`config.mk`:
```
export PLATFORM = sky130hd
export DESIGN_NAME = if_stage_flat
export DESIGN_NICKNAME = d
export VERILOG_FILES = /design/src/rtl/if_stage_if.sv /design/src/rtl/if_stage.sv /design/src/flat_wrapper.sv
export SDC_FILE = /design/constraint.sdc
export NUM_CORES = 1
export LEC_CHECK = 0
export ABC_AREA = 1
export CORE_MARGIN = 2
export CORE_UTILIZATION = 31
export DETAILED_ROUTE_END_ITERATION = 10
export PLACE_DENSITY_LB_ADDON = 0.2
export SLEW_MARGIN = 15
export SYNTH_ARGS = -nofsm -noshare
export SYNTH_HDL_FRONTEND = slang
export SYNTH_SLANG_ARGS = --single-unit
```
`constraint.sdc`:
```
create_clock -name clk -period 3.3 [get_ports clk]
set_clock_uncertainty 0.1 [all_clocks]
set_input_delay 0.99 -clock clk [delete_from_list [all_inputs] [get_ports clk]]
set_output_delay 0.99 -clock clk [all_outputs]
set_load 0.1 [all_outputs]
```
`src/rtl/if_stage_if.sv`:
```
// rtl/if_stage_if.sv - fetch-stage bundle: control inputs, instruction memory port, IF/ID outputs
interface if_stage_if;
    logic        stall;
    logic        redirect_valid;
    logic [31:0] redirect_pc;
    logic [31:0] imem_addr;
    logic [31:0] imem_data;
    logic        id_valid;
    logic [31:0] id_instr;
    logic [31:0] id_pc;
    logic [31:0] id_pc_plus1;
    logic [31:0] fetch_count;

    modport master (
        input  stall, redirect_valid, redirect_pc, imem_data,
        output imem_addr, id_valid, id_instr, id_pc, id_pc_plus1, fetch_count
    );

    modport slave (
        output stall, redirect_valid, redirect_pc, imem_data,
        input  imem_addr, id_valid, id_instr, id_pc, id_pc_plus1, fetch_count
    );
endinterface

```
`src/rtl/if_stage.sv`:
```
// rtl/if_stage.sv - MIPS instruction fetch: PC, local j resolution, redirect/stall, IF/ID register
module if_stage #(
    parameter logic [31:0] RESET_PC = 32'h0000_0000,
    parameter logic [31:0] NOP_WORD = 32'h0000_0000
) (
    input  logic        clk,
    input  logic        reset_n,
    if_stage_if.master  bus
);
    logic [31:0] r_pc;
    logic        r_id_valid;
    logic [31:0] r_id_instr;
    logic [31:0] r_id_pc;
    logic [31:0] r_id_pc_plus1;
    logic [31:0] r_fetch_count;

    logic [31:0] w_pc_plus1;
    logic        w_is_jump;
    logic [31:0] w_next_pc;

    assign w_pc_plus1 = r_pc + 32'd1;
    assign w_is_jump  = (bus.imem_data[31:26] == 6'b000010);
    // Jump target keeps the upper bits of the successor word index, as in a region-relative j.
    assign w_next_pc  = w_is_jump ? {w_pc_plus1[31:26], bus.imem_data[25:0]} : w_pc_plus1;

    always_ff @(posedge clk or negedge reset_n) begin
        if (!reset_n) begin
            r_pc          <= RESET_PC;
            r_id_valid    <= 1'b0;
            r_id_instr    <= NOP_WORD;
            r_id_pc       <= 32'd0;
            r_id_pc_plus1 <= 32'd0;
            r_fetch_count <= 32'd0;
        end else if (bus.redirect_valid) begin
            r_pc       <= bus.redirect_pc;
            r_id_valid <= 1'b0;
            r_id_instr <= NOP_WORD;
        end else if (!bus.stall) begin
            r_pc          <= w_next_pc;
            r_id_valid    <= 1'b1;
            r_id_instr    <= bus.imem_data;
            r_id_pc       <= r_pc;
            r_id_pc_plus1 <= w_pc_plus1;
            r_fetch_count <= r_fetch_count + 32'd1;
        end
    end

    assign bus.imem_addr   = r_pc;
    assign bus.id_valid    = r_id_valid;
    assign bus.id_instr    = r_id_instr;
    assign bus.id_pc       = r_id_pc;
    assign bus.id_pc_plus1 = r_id_pc_plus1;
    assign bus.fetch_count = r_fetch_count;
endmodule

```
`src/flat_wrapper.sv`:
```
// flat-port wrapper written by rule: the top's interface ports become plain ports
module if_stage_flat 
#(
    parameter logic [31:0] RESET_PC = 32'h0000_0000,
    parameter logic [31:0] NOP_WORD = 32'h0000_0000
)
  (clk, reset_n, bus_stall, bus_redirect_valid, bus_redirect_pc, bus_imem_data, bus_imem_addr, bus_id_valid, bus_id_instr, bus_id_pc, bus_id_pc_plus1, bus_fetch_count);
  if_stage_if bus_i ();
  input  logic clk;
  input  logic reset_n;
  input wire logic [$bits(bus_i.stall)-1:0] bus_stall;
  input wire logic [$bits(bus_i.redirect_valid)-1:0] bus_redirect_valid;
  input wire logic [$bits(bus_i.redirect_pc)-1:0] bus_redirect_pc;
  input wire logic [$bits(bus_i.imem_data)-1:0] bus_imem_data;
  output wire logic [$bits(bus_i.imem_addr)-1:0] bus_imem_addr;
  output wire logic [$bits(bus_i.id_valid)-1:0] bus_id_valid;
  output wire logic [$bits(bus_i.id_instr)-1:0] bus_id_instr;
  output wire logic [$bits(bus_i.id_pc)-1:0] bus_id_pc;
  output wire logic [$bits(bus_i.id_pc_plus1)-1:0] bus_id_pc_plus1;
  output wire logic [$bits(bus_i.fetch_count)-1:0] bus_fetch_count;
  assign bus_i.stall = bus_stall;
  assign bus_i.redirect_valid = bus_redirect_valid;
  assign bus_i.redirect_pc = bus_redirect_pc;
  assign bus_i.imem_data = bus_imem_data;
  assign bus_imem_addr = bus_i.imem_addr;
  assign bus_id_valid = bus_i.id_valid;
  assign bus_id_instr = bus_i.id_instr;
  assign bus_id_pc = bus_i.id_pc;
  assign bus_id_pc_plus1 = bus_i.id_pc_plus1;
  assign bus_fetch_count = bus_i.fetch_count;
  if_stage #(.RESET_PC(RESET_PC), .NOP_WORD(NOP_WORD)) u_core (.clk(clk), .reset_n(reset_n), .bus(bus_i));
endmodule
```
==> results.md <==
* Worst-path maximum fanout at 6
* CP peak stage delay at 590 ps
* Ys async rst share at 1.000
* Sequential fraction of the synthesis area at 0.5083
* Slew Limit Fails at 0
* Clk sinks at 161
* Rel. slew slack at 0.5559
* Port Buffer Count at 228
* Placed insts at 1525
* Num CTS Buffers at 17
* Cell family with most CP delay: flip-flops
* Grt total ovfl at 0
* Critical Path Sink: bus_imem_addr[10]
* Final cell count without fillers at 1557
* CTS tree: done
* Initial DRC Count at 500
* Vias in the first global route at 7050
* Fmax at 400.7 MHz
* Worst Setup Start Kind: register
* Slew @ Worst Pin at 666.1 ps
* Pin count of the biggest net entering global routing at 77
* CP required at 2210 ps
* DIE WIDTH at 163.9 um
* Status: finished clean
* Fin. Hold Viols at 0
* Worst flop-to-flop path endpoint: u_core.bus.imem_addr[21]$_DFFE_PN0P_
* Number of synthesis warnings at 0
* Worst R2R Path Depth at 11
* Via count at 7275
* Share of layout cells above drive strength 1 at 0.1883
* Setup repair bufs after CTS at 0
* Initial Utilization at 0.3157
* Pre-Repair DR Iteration Count at 5
* Final ANT Viol Nets at 0
* Ordered list of cells on the worst path: buf_4
* Critical path type: register to output pin
* Ant diodes at 0
* # DRC at 0
* P_leak at 5.405 nW
* Cts hold-fix bufs at 0
* Top FF cell, synth: dfrtp_1
* Drt wl/cell at 16.90 um
* Reg2reg setup slack at 1190 ps
* Critical path data arrival time at 1410 ps
* CTS H-Tree Depth at 4
* Synth Cell Area at 0.007926 sq mm
* Clock transition at path regs at 70 ps
* Antenna violations before repair at 1
* Min-delay worst type: register to register
* Post-synthesis cell count at 992
* R2r startpoint: u_core.bus.imem_addr[10]$_DFFE_PN0P_
* Critical Path Source: u_core.bus.imem_addr[10]$_DFFE_PN0P_
* Nets at 1284
* Post-synth EDFFs at 0
* WL final at 26.31 mm
* Total I/O pin count at 229
* Area Growth Syn to Fin at 35.45%
* RSZ-0062 raised after global routing: false
* Worst VDD drop at 482.4 uV
* Maximum Capacitance Violations at 0
* Mean Syn Cell Area at 7.990 sq um
* Mapped Nets at 1062
* Period utilization at 0.7562
* Site Rows at 58
* Clock buffer depth at 2
* Power per cell area at 687.1 mW/mm^2
* First-pass GRT wire length at 40.63 mm
* WP depth at 1
* Post-CTS Resized at 0
* Placer Congestion at 0.8399
* Critical path endpoint category: output pin
* Die Span Y at 163.9 um
* Final TNS setup at 0 ps
* Yosys cell types at 39
* Buf+Inv Stages, Crit Path at 1
* Die footprint at 0.02686 sq mm
* HPWL after DPL at 19.70 mm
* Clock insertion delay at the later pin of the skew report at 440 ps
* Final min period at 2495 ps
* DR vias/cell at 4.672
* Clk root buf: clkbuf_16
* Final setup vio count at 0
* Total GRT Usage at 0.1990
* Synth Register Bits at 161
* Core area at 0.02511 sq mm
* Slowest stage cell, crit path: dfrtp_1
-- cell families (layout without fill, tap and decap cells) --
logic type,count (synthesis),after routing,share of synthesized area
flip-flops,161,161,0.5083
XOR/XNOR,37,37,0.04183
buffers and inverters,119,354,0.05809
adder cells (fa/ha/maj),2,2,0.003157
AND/OR/NAND/NOR,536,536,0.2856
AO/OA/AOI/OAI,137,137,0.1031
-- placed cells by master (no fill, tap or decap), drive strengths merged, types with 4 or more instances in the layout --
| cell | netlist | routed |
|---|---|---|
| nand3b | 7 | 7 |
| nand4 | 9 | 9 |
| o211ai | 6 | 6 |
| xnor2 | 16 | 16 |
| clkbuf | 24 | 19 |
| o21ai | 62 | 62 |
| inv | 82 | 87 |
| clkinvlp | 0 | 4 |
| xor2 | 21 | 21 |
| nor3 | 10 | 10 |
| clkinv | 0 | 4 |
| clkdlybuf4s50 | 0 | 65 |
| nand2 | 376 | 376 |
| dfrtp | 161 | 161 |
| a21oi | 30 | 30 |
| a22o | 25 | 25 |
| a31oi | 9 | 9 |
| buf | 13 | 175 |
| nor2 | 90 | 90 |
| nand3 | 40 | 40 |
-- power breakdown --
part	switching [W]	total, W	leakage, nW	internal, W
logic	0.00241	0.00300	3.12	0.000597
registers	0.000269	0.00249	2.02	0.00222
clock network	0.000890	0.00189	0.259	0.000996
-- routing by layer --
layer	share of wire	global-route usage	wire (um)	vias to the layer above
li1	-	-	-	3618
met1	0.46	0.2753	12200	3382
met2	0.45	0.3075	11820	246
met3	0.069	0.05126	1820	27
met4	0.017	0.05861	448	2
met5	0.00061	0	16	-
-- synth_stat cells (8+ instances only) --
| master | count | area share |
|---|---|---|
| xnor2_1 | 16 | 0.018 |
| nand2_1 | 371 | 0.18 |
| nand3_1 | 39 | 0.025 |
| o21ai_0 | 55 | 0.035 |
| nand4_1 | 8 | 0.0063 |
| inv_1 | 81 | 0.038 |
| dfrtp_1 | 161 | 0.51 |
| xor2_1 | 20 | 0.022 |
| a22o_1 | 25 | 0.028 |
| nor2_1 | 79 | 0.037 |
| a31oi_1 | 9 | 0.0071 |
| a21oi_1 | 30 | 0.019 |
| clkbuf_1 | 24 | 0.011 |
-- final cells by class --
cell class                 count  area, sq um
clock inverter                13        103.9
multi-input combinational    712         3437
sequential                   161         4029
clock buffer                  19        442.9
tap                          330        412.9
timing repair buffer         240         2003
inverter                      82        307.8
fill                        2661        14370
-- per-stage QoR --
step | total power (W) | area [sq um] | hold WS, ps | util | worst slack [ps]
after floorplan | 0.004719 | 7926 | 594.4 | - | 870.8
after global placement | 0.005530 | 10190 | 358.0 | 0.4058 | 458.8
after detailed placement | 0.005545 | 10190 | 359.3 | 0.4058 | 433.2
after CTS | 0.007435 | 10740 | 375.6 | 0.4276 | 786.0
after global routing | 0.007678 | 10740 | 393.6 | 0.4276 | 729.0
final | 0.007377 | 10740 | 369.4 | 0.4276 | 804.6
-- worst min-delay path by stage --
stage                                                      start                                endpoint  slack (ps)  depth (start not counted)
after floorplan                                          reset_n   u_core.bus.fetch_count[0]$_DFFE_PN0P_         590                          0
after global placement        u_core.bus.id_instr[1]$_DFFE_PN0P_      u_core.bus.id_instr[1]$_DFFE_PN0P_         360                          2
after global routing      u_core.bus.fetch_count[31]$_DFFE_PN0P_  u_core.bus.fetch_count[31]$_DFFE_PN0P_         390                          1
after CTS                        u_core.bus.id_pc[4]$_DFFE_PN0P_         u_core.bus.id_pc[4]$_DFFE_PN0P_         380                          2
after detailed placement         u_core.bus.id_pc[4]$_DFFE_PN0P_         u_core.bus.id_pc[4]$_DFFE_PN0P_         360                          2
final                     u_core.bus.fetch_count[31]$_DFFE_PN0P_  u_core.bus.fetch_count[31]$_DFFE_PN0P_         370                          1
-- state kept, by name, summed over array words and instances, names as in the netlist --
signal,flops
u_core.bus.fetch_count,32
u_core.bus.id_instr,32
u_core.bus.id_pc,32
u_core.bus.id_pc_plus1,32
u_core.bus.id_valid,1
u_core.bus.imem_addr,32
No activity file was read; power rests on OpenSTA's default activity.
